===== src/rtl/acq_sequencer_if.sv =====
// Command/status bundle between the acquisition host, the sequencer and the readout controller.
// The driver side uses the master modport; the sequencer uses slave.
interface acq_sequencer_if #(
   parameter int unsigned CMD_WIDTH   = 16,
   parameter int unsigned COUNT_WIDTH = 32,
   parameter int unsigned FRAME_WIDTH = 16
);
   logic [CMD_WIDTH-1:0]   cmd;
   logic                   cmd_valid;
   logic                   frame_done;
   logic                   cmd_ready;
   logic                   running;
   logic [COUNT_WIDTH-1:0] integration_clock_count;
   logic [FRAME_WIDTH-1:0] frame_count;
   logic                   burst_done;
   logic                   cmd_error;

   modport master (
      output cmd, cmd_valid, frame_done,
      input  cmd_ready, running, integration_clock_count, frame_count, burst_done, cmd_error
   );

   modport slave (
      input  cmd, cmd_valid, frame_done,
      output cmd_ready, running, integration_clock_count, frame_count, burst_done, cmd_error
   );
endinterface


===== src/rtl/acq_sequencer.sv =====
// Acquisition sequencer: decodes host commands into continuous or burst readout runs and
// tracks the integration length and frame count, with all outputs registered.
module acq_sequencer #(
   parameter int unsigned CMD_WIDTH    = 16,
   parameter int unsigned COUNT_WIDTH  = 32,
   parameter int unsigned INTG_SHIFT   = 2,
   parameter int unsigned FRAME_WIDTH  = 16,
   parameter int unsigned DEFAULT_INTG = 5000
) (
   input logic            clk_in,
   input logic            reset_n,
   acq_sequencer_if.slave bus
);
   localparam int unsigned VAL_WIDTH  = CMD_WIDTH - 2;
   localparam int unsigned WIDE_WIDTH = COUNT_WIDTH + VAL_WIDTH;

   typedef enum logic [1:0] {StIdle, StRunCont, StRunBurst, StStopping} state_e;
   typedef enum logic [1:0] {
      OpNoop   = 2'b00,
      OpStart  = 2'b01,
      OpStop   = 2'b10,
      OpSingle = 2'b11
   } op_e;

   state_e                 state_q, state_d;
   logic [COUNT_WIDTH-1:0] count_q, count_d;
   logic [COUNT_WIDTH-1:0] pend_q, pend_d;
   logic                   pend_valid_q, pend_valid_d;
   logic [VAL_WIDTH-1:0]   remaining_q, remaining_d;
   logic [FRAME_WIDTH-1:0] frames_q, frames_d;
   logic                   burst_done_q, burst_done_d;
   logic                   cmd_error_q, cmd_error_d;
   logic                   running_q, cmd_ready_q;

   op_e                    op;
   logic [VAL_WIDTH-1:0]   val;
   logic [WIDE_WIDTH-1:0]  wide_count;
   logic [COUNT_WIDTH-1:0] new_count;

   assign op  = op_e'(bus.cmd[CMD_WIDTH-1 -: 2]);
   assign val = bus.cmd[VAL_WIDTH-1:0];

   // Widen before shifting so truncation happens only at COUNT_WIDTH.
   assign wide_count = {{COUNT_WIDTH{1'b0}}, val} << INTG_SHIFT;
   assign new_count  = wide_count[COUNT_WIDTH-1:0];

   always_comb begin
      state_d      = state_q;
      count_d      = count_q;
      pend_d       = pend_q;
      pend_valid_d = pend_valid_q;
      remaining_d  = remaining_q;
      frames_d     = frames_q;
      burst_done_d = 1'b0;
      cmd_error_d  = 1'b0;

      // End of frame is resolved first; a same-cycle command sees the resulting state.
      if (bus.frame_done && (state_q != StIdle)) begin
         frames_d = frames_q + FRAME_WIDTH'(1);
         case (state_q)
            StRunCont, StRunBurst: begin
               if (pend_valid_q) begin
                  count_d      = pend_q;
                  pend_valid_d = 1'b0;
                  state_d      = StRunCont;
               end else if (state_q == StRunBurst) begin
                  if (remaining_q == VAL_WIDTH'(1)) begin
                     burst_done_d = 1'b1;
                     state_d      = StIdle;
                  end else begin
                     remaining_d = remaining_q - VAL_WIDTH'(1);
                  end
               end
            end
            StStopping: begin
               state_d      = StIdle;
               pend_valid_d = 1'b0;
            end
            default: ;
         endcase
      end

      if (bus.cmd_valid) begin
         case (state_d)
            StIdle: begin
               case (op)
                  OpStart: begin
                     if (val == '0) begin
                        cmd_error_d = 1'b1;
                     end else begin
                        count_d      = new_count;
                        frames_d     = '0;
                        pend_valid_d = 1'b0;
                        state_d      = StRunCont;
                     end
                  end
                  OpSingle: begin
                     if (val == '0) begin
                        cmd_error_d = 1'b1;
                     end else begin
                        remaining_d = val;
                        frames_d    = '0;
                        state_d     = StRunBurst;
                     end
                  end
                  default: ;
               endcase
            end
            StRunCont, StRunBurst: begin
               case (op)
                  OpStart: begin
                     if (val == '0) begin
                        cmd_error_d = 1'b1;
                     end else begin
                        pend_d       = new_count;
                        pend_valid_d = 1'b1;
                     end
                  end
                  OpStop:   state_d     = StStopping;
                  OpSingle: cmd_error_d = 1'b1;
                  default: ;
               endcase
            end
            default: cmd_error_d = 1'b1;
         endcase
      end
   end

   always_ff @(posedge clk_in) begin
      if (!reset_n) begin
         state_q      <= StIdle;
         count_q      <= COUNT_WIDTH'(DEFAULT_INTG);
         pend_q       <= '0;
         pend_valid_q <= 1'b0;
         remaining_q  <= '0;
         frames_q     <= '0;
         burst_done_q <= 1'b0;
         cmd_error_q  <= 1'b0;
         running_q    <= 1'b0;
         cmd_ready_q  <= 1'b1;
      end else begin
         state_q      <= state_d;
         count_q      <= count_d;
         pend_q       <= pend_d;
         pend_valid_q <= pend_valid_d;
         remaining_q  <= remaining_d;
         frames_q     <= frames_d;
         burst_done_q <= burst_done_d;
         cmd_error_q  <= cmd_error_d;
         running_q    <= (state_d != StIdle);
         cmd_ready_q  <= (state_d != StStopping);
      end
   end

   assign bus.running                 = running_q;
   assign bus.cmd_ready               = cmd_ready_q;
   assign bus.integration_clock_count = count_q;
   assign bus.frame_count             = frames_q;
   assign bus.burst_done              = burst_done_q;
   assign bus.cmd_error               = cmd_error_q;
endmodule

===== src/flat_wrapper.sv =====
// flat-port wrapper written by rule: the top's interface ports become plain ports
module acq_sequencer_flat 
#(
   parameter int unsigned CMD_WIDTH    = 16,
   parameter int unsigned COUNT_WIDTH  = 32,
   parameter int unsigned INTG_SHIFT   = 2,
   parameter int unsigned FRAME_WIDTH  = 16,
   parameter int unsigned DEFAULT_INTG = 5000
)
  (clk_in, reset_n, bus_cmd, bus_cmd_valid, bus_frame_done, bus_cmd_ready, bus_running, bus_integration_clock_count, bus_frame_count, bus_burst_done, bus_cmd_error);
  acq_sequencer_if #(.CMD_WIDTH(CMD_WIDTH), .COUNT_WIDTH(COUNT_WIDTH), .FRAME_WIDTH(FRAME_WIDTH)) bus_i ();
  input logic clk_in;
  input logic reset_n;
  input wire logic [$bits(bus_i.cmd)-1:0] bus_cmd;
  input wire logic [$bits(bus_i.cmd_valid)-1:0] bus_cmd_valid;
  input wire logic [$bits(bus_i.frame_done)-1:0] bus_frame_done;
  output wire logic [$bits(bus_i.cmd_ready)-1:0] bus_cmd_ready;
  output wire logic [$bits(bus_i.running)-1:0] bus_running;
  output wire logic [$bits(bus_i.integration_clock_count)-1:0] bus_integration_clock_count;
  output wire logic [$bits(bus_i.frame_count)-1:0] bus_frame_count;
  output wire logic [$bits(bus_i.burst_done)-1:0] bus_burst_done;
  output wire logic [$bits(bus_i.cmd_error)-1:0] bus_cmd_error;
  assign bus_i.cmd = bus_cmd;
  assign bus_i.cmd_valid = bus_cmd_valid;
  assign bus_i.frame_done = bus_frame_done;
  assign bus_cmd_ready = bus_i.cmd_ready;
  assign bus_running = bus_i.running;
  assign bus_integration_clock_count = bus_i.integration_clock_count;
  assign bus_frame_count = bus_i.frame_count;
  assign bus_burst_done = bus_i.burst_done;
  assign bus_cmd_error = bus_i.cmd_error;
  acq_sequencer #(.CMD_WIDTH(CMD_WIDTH), .COUNT_WIDTH(COUNT_WIDTH), .INTG_SHIFT(INTG_SHIFT), .FRAME_WIDTH(FRAME_WIDTH), .DEFAULT_INTG(DEFAULT_INTG)) u_core (.clk_in(clk_in), .reset_n(reset_n), .bus(bus_i));
endmodule

===== config.mk =====
export PLATFORM = sky130hd
export DESIGN_NAME = acq_sequencer_flat
export DESIGN_NICKNAME = d
export VERILOG_FILES = /design/src/rtl/acq_sequencer_if.sv /design/src/rtl/acq_sequencer.sv /design/src/flat_wrapper.sv
export SDC_FILE = /design/constraint.sdc
export NUM_CORES = 1
export LEC_CHECK = 0
export CELL_PAD_IN_SITES_DETAIL_PLACEMENT = 1
export CELL_PAD_IN_SITES_GLOBAL_PLACEMENT = 1
export CORE_MARGIN = 4
export CORE_UTILIZATION = 35
export CTS_CLUSTER_DIAMETER = 120
export CTS_CLUSTER_SIZE = 8
export DETAILED_ROUTE_END_ITERATION = 16
export PLACE_DENSITY = 0.71
export SYNTH_ARGS = -nofsm -noshare
export SYNTH_HDL_FRONTEND = slang
export SYNTH_SLANG_ARGS = --single-unit

===== constraint.sdc =====
create_clock -name clk_in -period 7.3 [get_ports clk_in]
set_input_delay 2.19 -clock clk_in [delete_from_list [all_inputs] [get_ports clk_in]]
set_output_delay 2.19 -clock clk_in [all_outputs]
set_load 0.01 [all_outputs]

==> summary.txt <==
Floorplanning
  • Die X-Extent: 110 um
  • Starting Density: 35.7%
  • Die Span Y: 110 um
  • Number of placed I/O pins: 72
  • Core area: 0.0103 mm^2
  • Core Rows: 37
  • Die area: 0.0122 mm^2

Timing
  • Clock Skew: 13.6 ps
  • Final WS setup: 2340 ps
  • RSZ-0062 raised after global routing: false
  • Total count of max-transition violations in the final report: 0
  • Total Neg Setup Slack: 0 ps
  • Final cycle utilization of the critical path: 68.0%
  • Max frequency: 201 MHz
  • Final hold viol count: 0
  • Slew @ Worst Pin: 930 ps
  • Worst-case headroom to the max-slew limit: 37.7%
  • Number of setup violations in the final report: 0
  • Final Critical Period: 4960 ps

Clock tree
  • Number of buffers inserted during clock tree synthesis: 9
  • Setup repair bufs after CTS: 0
  • # resized after CTS: 0
  • Clock Sinks: 83
  • TritonCTS clock tree: built
  • Count of H-tree levels built during CTS: 3
  • Clock transition time at the flip-flop clock pins of the worst setup and hold paths: 80 ps
  • Cell chosen for the clock root: sky130_fd_sc_hd__clkbuf_8
  • Number of buffers on the longest clock path: 2
  • Source-to-sink clock delay at the later pin of the worst-skew pair: 360 ps
  • Number of hold buffers added after CTS: 0

Synthesis
  • Synth top area cells: sky130_fd_sc_hd__dfxtp_1 (45%), sky130_fd_sc_hd__nor2_1 (6.9%), sky130_fd_sc_hd__nand2_1 (4.9%)
  • Number of enable flip-flop cells after synthesis: 0
  • Share of synthesized cell area in full adder, half adder and majority cells: 2.72%
  • Compound-cell area share of the yosys netlist: 10.1%
  • Area share of xor/xnor cells in the synthesized design: 5.72%
  • Synthesized cell area: 0.00367 mm^2
  • Post-synth net total: 449
  • Largest family of logic cells by synthesized area: simple AND/OR/NAND/NOR gates
  • Sequential area share after synthesis: 45.2%
  • Number of unique standard cell types used by synthesis: 46
  • Area share of the largest cell type after synthesis: 45.2%
  • Average cell area after synthesis: 8.73 um^2
  • Async SR Flop Fraction: 0%
  • Multiplexer share of the synthesized area: 5.25%
  • YS warnings: 0
  • Primary flip-flop cell chosen by synthesis mapping: sky130_fd_sc_hd__dfxtp_1
  • Number of cells produced by synthesis: 421
  • Simple-gate portion of the synthesized area: 28.1%
  • Top cell type by total area after synthesis: sky130_fd_sc_hd__dfxtp_1
  • Number of synthesized register bits: 83

Critical path
  • Worst setup path start: bus_frame_done
  • Type of the worst setup path: in -> reg
  • Cell type group with the largest total delay on the critical path: simple AND/OR/NAND/NOR gates
  • Slack of the worst reg-to-reg path: 3890 ps
  • FF-to-FF End: u_core.bus.integration_clock_count[30]
  • Worst path buffer plus inverter count: 3
  • Arrival time at the worst endpoint: 5210 ps
  • Crit end category: flop
  • Number of cells on the worst reg-to-reg path: 11
  • Reg-to-reg startpoint: u_core.remaining_q[4]
  • Worst setup SP type: input port
  • Max stage delay on crit path: 520 ps
  • Cell-by-cell listing of the critical path: clkdlybuf4s50_1 -> or3b_2 -> nand2_1 -> o221ai_2 -> inv_1 -> ha_1 -> nand2_1 -> nor2b_1 -> nand2_1 -> buf_4 -> and3_1 -> and2_1
  • Worst EP required: 7550 ps
  • Highest fanout seen on the critical path: 26
  • Number of cells on the critical path: 12
  • Critical-path cell with the highest stage delay: sky130_fd_sc_hd__clkdlybuf4s50_1
  • Critical path endpoint: u_core.bus.integration_clock_count[30]
  • Cell repeated most along the worst path: sky130_fd_sc_hd__nand2_1

Global route
  • Pin count of the biggest net entering global routing: 27
  • Overall fraction of global-route tracks in use: 16.8%
  • Via count of the first global-routing pass: 3439
  • Congestion Overflow GR: 0
  • Global-route wire length before repair: 17100 um
  • Number of antenna violations at the first check in global routing: 0

Finish
  • Layout overhead on the synthesized area: 30.1%
  • Total inserted antenna cells: 0
  • Total area of multi-input combinational cells: 0.00191 mm^2
  • Fraction of final layout cells sized beyond drive strength 1: 6.26%
  • Sequential cell area in the final layout: 0.00166 mm^2
  • # fillers: 1214
  • Final net count: 518

Detailed routing
  • Number of vias per cell after detailed routing: 5.10
  • Per-cell routed wire length: 15.6 um
  • Iter 0 DRT Violations: 118
  • Routed wire length: 9850 um
  • Detailed-routing iteration count for the pre-antenna-repair pass: 4
  • Post-detailed-route count of antenna-violating nets: 0
  • Final routed DRC violation total: 0
  • Routed via count: 3218

Placed design
  • Setup Slack @ Placement: 1980 ps
  • Gp weighted congestion: 0.799
  • Count of port buffers added during placement: 71
  • Half-perimeter wire length of the detailed placement result: 7120 um

Power and ir drop
  • Power share of the sequential group: 40.6%
  • Sw Ratio: 30.4%
  • Leak pwr: 1.75 nW
  • Total chip power: 1.28 mW
  • IR Drop Worst-Case VDD: 0.0994 mV
  • Clock network fraction of total power: 34.0%
  • Cell Pwr Density: 267 mW/mm^2
  • Cell-internal power: 0.889 mW
  • Net load switching power: 0.388 mW
  • Comb pwr share: 25.4%

Run
  • Reported max-cap violation count: 0

Hold path
  • Class of the most critical hold timing path: reg -> reg

Run status
  • Outcome: finished, final reports clean
-- cell usage in the layout (no fill, tap or decap), drive strengths merged, types with 2 or more instances in the layout --
cell / n
a211oi: 5
a21oi: 14
a22oi: 4
a311oi: 8
and2: 19
and3: 10
and4: 2
buf: 4
bufinv: 4
clkbuf: 10
clkdlybuf4s50: 71
dfxtp: 83
ha: 8
inv: 10
mux2: 2
mux2i: 17
nand2: 48
nand2b: 3
nand3: 10
nand3b: 2
nand4: 9
nor2: 68
nor2b: 7
nor3: 5
nor4: 11
o21ai: 16
or3: 4
or3b: 2
or4: 2
xnor2: 12
xor2: 12
-- per-stage QoR --
| stage | std cells | instance area [um^2] | hold WS, ps | utilization (%) |
|---|---|---|---|---|
| floorplan | 421 | 3670 | 454 | - |
| global placement | 615 | 4520 | 441 | 43.9 |
| detailed placement | 615 | 4520 | 447 | 43.9 |
| CTS | 631 | 4780 | 471 | 46.5 |
| global route | 631 | 4780 | 486 | 46.5 |
| finish | 631 | 4780 | 462 | 46.5 |
-- worst register-to-register path, delay by kind of cell (launching register included) --
kind	cells	cell delay, ps
compound gates	1	190
flops	1	350
simple gates	7	2130
fa+ha+maj	1	310
buf+inv	2	320
-- registers in the layout, summed over array words and instances (netlist names) --
name / flops
u_core.pend_q: 14
u_core.bus.burst_done: 1
u_core.remaining_q: 14
u_core.state_q: 2
u_core.bus.frame_count: 16
u_core.bus.cmd_error: 1
u_core.pend_valid_q: 1
u_core.bus.running: 1
u_core.bus.cmd_ready: 1
u_core.bus.integration_clock_count: 32
-- layout make-up --
| cell class | count | area share, % |
|---|---|---|
| multi-input cells | 311 | 39.9 |
| flip-flops and latches | 83 | 34.8 |
| repair buffers | 75 | 15.5 |
| well taps | 136 | 3.56 |
| clock inverters | 6 | 2.85 |
| clock buffers | 10 | 2.67 |
| inverters | 10 | 0.785 |
-- synth_stat cells, drive strengths merged (2+ instances only) --
cell     n
ha       8
mux2i   17
buf      3
nand4    9
inv      9
nand3b   2
nor4    11
nand2   48
clkbuf  14
a21oi   14
nor3     5
dfxtp   83
nand3   10
and3    10
mux2     2
or4      2
a22oi    4
nand2b   3
and2    19
xor2    12
a311oi   8
nor2    68
or3      4
xnor2   12
nor2b    7
a211oi   5
or3b     2
and4     2
o21ai   16
-- logic make-up after synthesis --
logic type | count (synthesis)
AO/OA/AOI/OAI | 55
XOR/XNOR | 24
adder cells (fa/ha/maj) | 8
flip-flops | 83
buffers and inverters | 27
AND/OR/NAND/NOR | 205
multiplexers | 19
-- routing by layer --
layer  track usage (%)  part of all wire, %  up-vias
li1                  -                    -     1586
met1              21.2                   47     1555
met2              28.6                   48       64
met3              3.34                  3.6       13
met4              5.25                  1.3        0
met5                 0                    0        -
-- worst min path at each step --
stage | start | end | slack [ps] | cells past startpoint
finish | u_core.bus.integration_clock_count[31] | u_core.bus.integration_clock_count[31] | 460 | 1
global route | u_core.bus.integration_clock_count[22] | u_core.bus.integration_clock_count[22] | 490 | 1
CTS | u_core.bus.integration_clock_count[30] | u_core.bus.integration_clock_count[30] | 470 | 1
detailed placement | u_core.bus.integration_clock_count[26] | u_core.bus.integration_clock_count[26] | 450 | 1
global placement | u_core.bus.integration_clock_count[26] | u_core.bus.integration_clock_count[26] | 440 | 1
floorplan | u_core.pend_q[10] | u_core.bus.integration_clock_count[10] | 450 | 2
-- power by group through the flow --
stage	sequential [mW]	clock (mW)	combinational, mW
2_1_floorplan	0.529	0	0.216
3_3_place_gp	0.528	0	0.312
3_5_place_dp	0.529	0	0.325
4_1_cts	0.519	0.446	0.328
5_1_grt	0.525	0.464	0.366
6_report	0.519	0.434	0.325
Power figures use the tool's default switching activity.
